### src/rtl/perf_counter_bank.sv
// perf_counter_bank
// Performance-counter bank: counter 0 counts cycles, counters 1..NUM_EVENTS
// count pulses on event_in_i. Software reads and writes the counters as
// 32-bit LO/HI words through a single-cycle register port.
//
// Ports:
//   clk_i             clock, all state updates on the rising edge
//   rst_ni            asynchronous active-low reset
//   event_in_i        bit e-1 increments counter e
//   reset_counters_i  synchronous clear of counters, OVF and the HI shadow
//   rd_en_i / wr_en_i read / write strobes
//   addr_i            word address
//   wr_data_i         write data
//   rd_data_o         registered read data, held until the next read
//   rd_valid_o        one-cycle pulse one edge after rd_en_i
//
// Word map: 0 CTRL {clear_all, freeze, enable}, 1 EN_MASK, 2 OVF (W1C),
// 3 reserved, 4+2k counter k LO, 5+2k counter k HI (zero-extended).
module perf_counter_bank #(
  parameter int unsigned NUM_EVENTS = 4,
  parameter int unsigned CNT_WIDTH  = 48,
  parameter int unsigned ADDR_W     = 5
) (
  input  logic                  clk_i,
  input  logic                  rst_ni,
  input  logic [NUM_EVENTS-1:0] event_in_i,
  input  logic                  reset_counters_i,
  input  logic                  rd_en_i,
  input  logic                  wr_en_i,
  input  logic [ADDR_W-1:0]     addr_i,
  input  logic [31:0]           wr_data_i,
  output logic [31:0]           rd_data_o,
  output logic                  rd_valid_o
);

  localparam int unsigned NCNT    = NUM_EVENTS + 1;
  localparam int unsigned HW      = CNT_WIDTH - 32;
  localparam int unsigned IDX_W   = (NCNT > 1) ? $clog2(NCNT) : 1;
  localparam int unsigned CNT_END = 4 + 2 * NCNT;

  logic [CNT_WIDTH-1:0] cnt_q [NCNT];
  logic [CNT_WIDTH-1:0] cnt_d [NCNT];
  logic                 ctrl_en_q, ctrl_en_d;
  logic                 ctrl_frz_q, ctrl_frz_d;
  logic [NCNT-1:0]      en_mask_q, en_mask_d;
  logic [NCNT-1:0]      ovf_q, ovf_d, ovf_set;
  logic [HW-1:0]        hi_shadow_q, hi_shadow_d;
  logic [IDX_W-1:0]     shadow_idx_q, shadow_idx_d;
  logic                 shadow_valid_q, shadow_valid_d;
  logic [31:0]          rd_data_q, rd_data_d;
  logic                 rd_valid_q;

  // Address decode
  logic              addr_is_cnt, addr_hi;
  logic [ADDR_W-1:0] cnt_word;
  logic [IDX_W-1:0]  addr_idx;
  logic              wr_ctrl, wr_mask, wr_ovf, wr_cnt, clear_all, count_on;
  logic [31:0]       rd_word;

  assign addr_is_cnt = (32'(addr_i) >= 32'd4) && (32'(addr_i) < CNT_END);
  assign cnt_word    = (addr_i - ADDR_W'(4)) >> 1;
  assign addr_idx    = IDX_W'(cnt_word);
  assign addr_hi     = addr_i[0];

  assign wr_ctrl   = wr_en_i && (addr_i == ADDR_W'(0));
  assign wr_mask   = wr_en_i && (addr_i == ADDR_W'(1));
  assign wr_ovf    = wr_en_i && (addr_i == ADDR_W'(2));
  assign wr_cnt    = wr_en_i && addr_is_cnt;
  assign clear_all = reset_counters_i || (wr_ctrl && wr_data_i[2]);
  assign count_on  = ctrl_en_q && !ctrl_frz_q;

  // Per-counter next state: clear beats software write beats increment.
  for (genvar gi = 0; gi < NCNT; gi++) begin : g_cnt
    logic                 inc;
    logic                 wr_sel;
    logic [CNT_WIDTH-1:0] cnt_inc;

    if (gi == 0) begin : g_cycle
      assign inc = count_on && en_mask_q[0];
    end else begin : g_event
      assign inc = count_on && en_mask_q[gi] && event_in_i[gi-1];
    end

    assign wr_sel  = wr_cnt && (addr_idx == IDX_W'(gi));
    assign cnt_inc = cnt_q[gi] + CNT_WIDTH'(1);

    assign cnt_d[gi] = clear_all            ? '0 :
                       (wr_sel && !addr_hi) ? {cnt_q[gi][CNT_WIDTH-1:32], wr_data_i} :
                       wr_sel               ? {wr_data_i[HW-1:0], cnt_q[gi][31:0]} :
                       inc                  ? cnt_inc : cnt_q[gi];

    // Wrap from all-ones flags overflow on the same edge.
    assign ovf_set[gi] = !clear_all && !wr_sel && inc && (&cnt_q[gi]);
  end

  // Read mux always sees pre-edge state, so a same-address write is invisible.
  always_comb begin
    rd_word = '0;
    if (addr_is_cnt) begin
      if (!addr_hi) begin
        rd_word = cnt_q[addr_idx][31:0];
      end else if (shadow_valid_q && (shadow_idx_q == addr_idx)) begin
        rd_word = 32'(hi_shadow_q);
      end else begin
        rd_word = 32'(cnt_q[addr_idx][CNT_WIDTH-1:32]);
      end
    end else begin
      case (addr_i)
        ADDR_W'(0): rd_word = {30'd0, ctrl_frz_q, ctrl_en_q};
        ADDR_W'(1): rd_word = 32'(en_mask_q);
        ADDR_W'(2): rd_word = 32'(ovf_q);
        default:    rd_word = '0;
      endcase
    end
  end

  always_comb begin
    ctrl_en_d      = ctrl_en_q;
    ctrl_frz_d     = ctrl_frz_q;
    en_mask_d      = en_mask_q;
    hi_shadow_d    = hi_shadow_q;
    shadow_idx_d   = shadow_idx_q;
    shadow_valid_d = shadow_valid_q;
    rd_data_d      = rd_data_q;

    if (wr_ctrl) begin
      ctrl_en_d  = wr_data_i[0];
      ctrl_frz_d = wr_data_i[1];
    end
    if (wr_mask) begin
      en_mask_d = wr_data_i[NCNT-1:0];
    end

    if (rd_en_i) begin
      rd_data_d = rd_word;
      // A LO read snapshots the live HI so the following HI read is coherent.
      if (addr_is_cnt && !addr_hi) begin
        hi_shadow_d    = cnt_q[addr_idx][CNT_WIDTH-1:32];
        shadow_idx_d   = addr_idx;
        shadow_valid_d = 1'b1;
      end
    end
    // Writing the shadowed counter makes the snapshot stale.
    if (wr_cnt && (shadow_idx_d == addr_idx)) begin
      shadow_valid_d = 1'b0;
    end
    if (clear_all) begin
      shadow_valid_d = 1'b0;
    end
  end

  // A new wrap wins over a simultaneous W1C of the same bit.
  assign ovf_d = clear_all ? '0
               : ((ovf_q & ~(wr_ovf ? wr_data_i[NCNT-1:0] : {NCNT{1'b0}})) | ovf_set);

  always_ff @(posedge clk_i or negedge rst_ni) begin
    if (!rst_ni) begin
      for (int i = 0; i < int'(NCNT); i++) begin
        cnt_q[i] <= '0;
      end
      ctrl_en_q      <= 1'b1;
      ctrl_frz_q     <= 1'b0;
      en_mask_q      <= '1;
      ovf_q          <= '0;
      hi_shadow_q    <= '0;
      shadow_idx_q   <= '0;
      shadow_valid_q <= 1'b0;
      rd_data_q      <= '0;
      rd_valid_q     <= 1'b0;
    end else begin
      for (int i = 0; i < int'(NCNT); i++) begin
        cnt_q[i] <= cnt_d[i];
      end
      ctrl_en_q      <= ctrl_en_d;
      ctrl_frz_q     <= ctrl_frz_d;
      en_mask_q      <= en_mask_d;
      ovf_q          <= ovf_d;
      hi_shadow_q    <= hi_shadow_d;
      shadow_idx_q   <= shadow_idx_d;
      shadow_valid_q <= shadow_valid_d;
      rd_data_q      <= rd_data_d;
      rd_valid_q     <= rd_en_i;
    end
  end

  assign rd_data_o  = rd_data_q;
  assign rd_valid_o = rd_valid_q;

endmodule

### config.mk
export PLATFORM = sky130hd
export DESIGN_NAME = perf_counter_bank
export DESIGN_NICKNAME = d
export VERILOG_FILES = /design/src/rtl/perf_counter_bank.sv
export SDC_FILE = /design/constraint.sdc
export NUM_CORES = 1
export LEC_CHECK = 0
export CELL_PAD_IN_SITES_DETAIL_PLACEMENT = 0
export CELL_PAD_IN_SITES_GLOBAL_PLACEMENT = 1
export CORE_ASPECT_RATIO = 0.5
export CORE_MARGIN = 2
export CORE_UTILIZATION = 40
export CTS_BUF_LIST = sky130_fd_sc_hd__clkbuf_8
export CTS_CLUSTER_DIAMETER = 200
export DETAILED_ROUTE_END_ITERATION = 7
export GPL_ROUTABILITY_DRIVEN = 0
export PLACE_DENSITY = 0.76
export SETUP_SLACK_MARGIN = 0.02
export SLEW_MARGIN = 20
export SYNTH_ARGS = -nofsm -noshare
export SYNTH_HDL_FRONTEND = slang
export SYNTH_SLANG_ARGS = --single-unit
### constraint.sdc
create_clock -name clk_i -period 3.2 [get_ports clk_i]
set_input_delay 0.64 -clock clk_i [delete_from_list [all_inputs] [get_ports clk_i]]
set_output_delay 0.64 -clock clk_i [all_outputs]
set_load 0.05 [all_outputs]
Word level (Yosys, flattened, before mapping)
Cells that the tools add are included.

Memories: 0. Memory bits (read-only): 0. Output and inout bits: 33. Bits in latches: 0. Input port bits: 46. Logic and storage cells: 169. Bits in writable memories: 0. Flip-flop bits (word level): 305.

Bitwise operators: 4. Shift-type cells: 0. Reduce and logical (&&, ||, !) cells: 84. Eq/ne operators: 18. Divide/modulo/power cells: 0. Muxes and demuxes: 35. Add/subtract/negate cells: 6. Magnitude comparators: 3. Multiply operators: 0.

Operator list (number): 48-bit 2-to-1 mux (22); 48-bit by 1-bit adder with 48-bit output (second input constant) (5); 48-bit AND reduction (5); 48-bit binary-select mux with 3-bit select (1); 32-bit 2-to-1 mux (2); 1-bit logical AND (44); 3-bit nonzero test (12); 2-bit AND reduction (12); 16-bit 2-to-1 mux (1); 3-bit by 2-bit inequality test with 1-bit output (second input constant) (5); 5-bit one-hot mux with 3 select lines (1); 5-bit 2-to-1 mux (2); 2-bit inequality test (second input constant) (5); 1-bit zero test (8); 3-bit by 2-bit == test with 1-bit output (second input constant) (2); 3-bit == test (2); 3-bit 2-to-1 mux (2); 5-bit bitwise AND (1); 5-bit by 1-bit == test with 1-bit output (second input constant) (1); 5-bit by 2-bit == test with 1-bit output (second input constant) (1); 5-bit by 3-bit greater-or-equal comparator with 1-bit output (second input constant) (1); 5-bit zero test (1); 5-bit by 4-bit less-than comparator with 1-bit output (second input constant) (1); 5-bit NOT (1); other kinds (9) (12).

Logic depth before layout (Yosys ltp)
Depth in word-level cells: 10. Depth in mapped cells: 14. Depth with buffers taken out: 8.

Worst setup path before layout
Ideal clock, no wire load.

Kind: in2reg. Start point: input addr_i[2]. End point: register cnt_q[29] (netlist bit). Slack: -0.375 ns. Required time: 3.096 ns. Library setup time: 0.104 ns. Arrival: 3.472 ns. Buffers on the path: 4. Stages on the path: 11. Cells stage by stage: buf_2 -> buf_2 -> inv_1 -> clkbuf_1 -> ha_1 -> buf_2 -> or3b_1 -> nor3_2 -> nor2_1 -> or4b_1 -> a221oi_1.

Word-level cells in the longest chain between the ends: 7. Elaborated cells between the ends (all ways): 17. Those cells by class: add/sub: 1; order compare: 2; eq/ne: 2; mux: 2; reduce/logical: 10.

RTL lines: from (decl) (RTL line 30) `input logic [ADDR_W-1:0] addr_i,`; parallel branches: the longest is 7 deep, another holds 4-bit by 3-bit subtractor with 4-bit output; to (signal, indexed assignment) (RTL line 172) `cnt_q[i] <= cnt_d[i];`; to (decl) (RTL line 41) `logic [CNT_WIDTH-1:0] cnt_q [NCNT];`.

Several ways; the timed one is not identified. The select of a mux whose other input is x is not followed. A chain may end at the register's enable or synchronous reset.

Worst setup path after layout
Start point: register cnt_q[145] (netlist bit). End point: register cnt_q[178] (netlist bit).

Word-level cells in the longest chain between the ends: 5.

RTL lines: 48-bit by 1-bit adder with 48-bit output (RTL line 85) `assign cnt_inc = cnt_q[gi] + CNT_WIDTH'(1);`; 48-bit 2-to-1 mux (RTL line 90) `inc ? cnt_inc : cnt_q[gi];`; 48-bit 2-to-1 mux (RTL line 89) `wr_sel ? {wr_data_i[HW-1:0], cnt_q[gi][31:0]} :`; 48-bit 2-to-1 mux (RTL line 88) `(wr_sel && !addr_hi) ? {cnt_q[gi][CNT_WIDTH-1:32], wr_data_i} :`; 48-bit 2-to-1 mux (RTL line 87) `assign cnt_d[gi] = clear_all ? '0 :`.

No other way between the ends. The select of a mux whose other input is x is not followed.

==> qor.tcl <==
set qor(reg2reg_depth) 7
set qor(cts_hold_buf) 1
set qor(total_leakage_power_nw) 10.16
set qor(crit_path_max_incr_delay_ns) 0.59
set qor(critPathArrivalTime_ns) 3.50
set qor(die-width_microns) 330.0
set qor(cts-root-buf) {sky130_fd_sc_hd__clkbuf_8}
set qor(max_freq_mhz) 340.5
set qor(num-nets-final) 2911
set qor(globalRoute.totalOverflow) 0
set qor(critical_path_peak_fanout) 7
set qor(die_h_microns) 167.0
set qor(grt_start_max_net_pins) 87
set qor(powerDensity_nw_per_um2) 368.5
set qor(timing.hold.worst.class) {register to register}
set qor(clock_skew_ns) 0.03605
set qor(crit_chain) {ha_1, and4_1, and3_1, nand3_4, or4_1, or4_1, a31oi_1}
set qor(dr_total_vias) 24780
set qor(pre_cts_ws_ns) -0.1688
set qor(hpwl_mm) 81.08
set qor(cts-buffers-inserted) 52
set qor(floorplan.initialDensity_pct) 40.71
set qor(avg_synthesized_cell_area_sq_um) 8.110
set qor(remaining_drc_errors) 0
set qor(drt_first_pass_iters) 8
set qor(crit_required_ns) 3.76
set qor(ff2ff_setup_slack_ns) 0.26
set qor(synthesis.area_sq_um) 21250
set qor(clk_transition_reported_paths_ns) 0.07
set qor(critPathCaptureType) {register}
set qor(critical_path.reg2reg.startpoint) {cnt_q[145]$_DFFE_PN0P_}
set qor(cts.path.max_buffers) 3
set qor(antenna_found_initial) 8
set qor(total_power_mw) 9.542
set qor(syn_to_final_growth_pct) 21.86
set qor(timing.rr.end) {cnt_q[178]$_DFFE_PN0P_}
set qor(synthTopCellsByArea) {sky130_fd_sc_hd__dfrtp_1 35%, sky130_fd_sc_hd__o21ai_0 5.6%, sky130_fd_sc_hd__nand2_1 5.2%}
set qor(fillCellCount) 4958
set qor(worst_slew_margin_rel_pct) 24.78
set qor(fp-row-count) 59
set qor(min_path_cells) 1
set qor(netlist_instances) 2620
set qor(rsz_0062_raised_after_global_routing) {no}
set qor(clock_insertion_delay_worst_skew_ns) 0.64
set qor(crit_path_top_cell_by_count) {sky130_fd_sc_hd__or4_1}
set qor(critical_path.slowest_cell) {sky130_fd_sc_hd__or4_1}
set qor(synth_edf_count) 0
set qor(tightestPinTransition_ns) 1.125
set qor(startpoint_type) {register}
set qor(post-synth-top-area-cell) {sky130_fd_sc_hd__dfrtp_1}
set qor(postRouteAntennaNets) 0
set qor(ys_types) 87
set qor(synth_nets) 2673
set qor(grt_pass1_wl_mm) 155.0
set qor(post_cts_resize_count) 0
set qor(postCtsSetupBuffers) 0
set qor(critical_path_class) {register to register}
set qor(synthesis.yosys.warnings) 0
set qor(run_status) {complete, no violations}
set qor(number_of_global_route_vias_before_repair) 22130
set qor(finalMaxSlewViolations) 0
set qor(overall_routing_resource_usage_pct) 38.28
set qor(number_of_register_bits_inferred_by_synthesis) 305
set qor(holdWs_ns) 0.4831
set qor(clock_sink_count) 305
set qor(hold_start) {rd_data_o[8]$_DFFE_PN0P_}
set qor(worst_vdd_ir_v) 0.0002438
set qor(synth_top_area_share_pct) 35.21
set qor(synth_sequential_area_ratio_pct) 35.95
set qor(drt_first_iter_violations) 4293
set qor(cts-htree-levels) 2
set qor(worst_slack_ns) 0.2629
set qor(via_density) 6.884
set qor(design.portCount) 79
set qor(max-cap-violations) 0
set qor(die_area_sq_um) 55090
set qor(wl_per_cell_microns) 29.83
set qor(place.port_buffers) 78
set qor(synth-main-ff-cell) {sky130_fd_sc_hd__dfrtp_1}
set qor(layout_worst_path_cycle_share_pct) 91.78
set qor(final-hold-violation-count) 0
set qor(async_reset_ff_share_pct) 100.0
set qor(cts_tree) {built}
set qor(share_of_cells_above_drive_strength_1_pct) 16.58
set qor(setup_violating_endpoint_count_in_the_final_report) 0
set qor(core_box_area_sq_um) 52190
set qor(totalWireLength_mm) 107.4
set qor(final.min_clock_period_ns) 2.937
set qor(holdPathEnd) {rd_data_o[8]$_DFFE_PN0P_}
[sequential cells by signal, indices dropped and copies added, names as in the netlist]
register and count:
ovf_q 5, shadow_idx_q 3, hi_shadow_q 16, rd_data_o 32, en_mask_q 5, ctrl_frz_q 1, cnt_q 240, rd_valid_o 1
ctrl_en_q 1, shadow_valid_q 1
[worst max-delay path by stage]
| stage | startpoint | endpoint |
|---|---|---|
| 6_report | cnt_q[145]$_DFFE_PN0P_ | cnt_q[178]$_DFFE_PN0P_ |
| 5_1_grt | cnt_q[144]$_DFFE_PN0P_ | cnt_q[178]$_DFFE_PN0P_ |
| 4_1_cts | cnt_q[145]$_DFFE_PN0P_ | cnt_q[178]$_DFFE_PN0P_ |
| 3_5_place_dp | addr_i[3] | cnt_q[124]$_DFFE_PN0P_ |
| 3_3_place_gp | addr_i[3] | cnt_q[124]$_DFFE_PN0P_ |
| 2_1_floorplan | addr_i[2] | cnt_q[29]$_DFFE_PN0P_ |
[through the flow]
stage | instance area [sq um] | setup TNS [ns] | utilization, % | cells
2_1_floorplan | 21300 | 0 | - | 2620
3_3_place_gp | 24810 | -1.989 | 47.54 | 3504
3_5_place_dp | 24810 | -2.381 | 47.54 | 3504
4_1_cts | 25880 | 0 | 49.59 | 3596
5_1_grt | 25880 | 0 | 49.59 | 3596
6_report | 25890 | 0 | 49.61 | 3600
[synthesized netlist by cell type, drive strengths merged (8+ instances only)]
cell / instances
nor2b: 20
mux2i: 40
o31a: 8
nor3b: 8
nand4b: 8
inv: 30
a31oi: 66
a21o: 14
clkbuf: 165
o211ai: 20
or4: 14
xnor2: 12
a211oi: 34
nand4: 72
and2: 37
nand3: 117
buf: 33
or3: 20
a22o: 15
a22oi: 70
nand3b: 8
a21oi: 193
o2bb2ai: 9
a32oi: 9
nor2: 232
nand2: 297
o21ai: 240
and4: 24
o21a: 14
dfrtp: 299
a221oi: 11
o31ai: 26
and3: 65
a41oi: 8
nand2b: 8
o22ai: 35
nor4: 54
mux2: 19
nor3: 89
a221o: 16
mux4: 32
xor2: 12
[area by class of cell]
type	instances	area, sq um	area share (%)
well taps	701	877.1	3.387
diodes	4	10.01	0.03866
clock buffers	66	908.4	3.508
clock inverters	25	155.1	0.5992
flip-flops and latches	305	7640	29.50
multi-input cells	2087	12830	49.55
inverters	30	112.6	0.4349
repair buffers	382	3361	12.98
[layer usage]
layer	vias up	global-route usage, %	wire [microns]
li1	10500	-	-
met1	12050	55.03	43000
met2	1901	49.45	40720
met3	337	16.63	18540
met4	4	14.86	5066
met5	-	0	50
[where the power goes]
group / internal [mW] / switching [mW]
Clock: 2.00 / 1.88
Sequential: 3.96 / 0.182
Combinational: 0.530 / 0.983
[cells by family (layout without fill, tap and decap cells)]
group / count (synthesis) / in the layout / synth area share, %
XOR/XNOR: 24 / 24 / 0.9892
AND/OR/NAND/NOR: 1101 / 1101 / 26.31
adder cells (fa/ha/maj): 7 / 7 / 0.4122
AO/OA/AOI/OAI: 864 / 864 / 25.92
flip-flops: 305 / 305 / 35.95
buffers and inverters: 228 / 503 / 4.134
multiplexers: 91 / 91 / 6.283
other: 0 / 4 / 0
[critical path, delay by kind of cell (launching register included)]
| kind | cells | cell delay [ns] |
|---|---|---|
| and+or+nand+nor | 5 | 1.94 |
| DFF | 1 | 0.48 |
| adders and majority gates | 1 | 0.27 |
| AOI/OAI and AO/OA | 1 | 0.16 |
[cell usage in the layout, fill, tap and decap left out, types with 40 or more instances in the layout]
master,instances
sky130_fd_sc_hd__a22oi_1,70
sky130_fd_sc_hd__o21ai_0,235
sky130_fd_sc_hd__dfrtp_1,299
sky130_fd_sc_hd__nand2_1,296
sky130_fd_sc_hd__nand4_1,71
sky130_fd_sc_hd__nor2_1,227
sky130_fd_sc_hd__a21oi_1,192
sky130_fd_sc_hd__a31oi_1,65
sky130_fd_sc_hd__clkdlybuf4s50_1,74
sky130_fd_sc_hd__mux2i_1,40
sky130_fd_sc_hd__and3_1,65
sky130_fd_sc_hd__buf_4,281
sky130_fd_sc_hd__nand3_1,115
sky130_fd_sc_hd__nor4_1,49
sky130_fd_sc_hd__clkbuf_8,66
sky130_fd_sc_hd__nor3_1,85
sky130_fd_sc_hd__inv_1,46
Power figures use the tool's default switching activity.
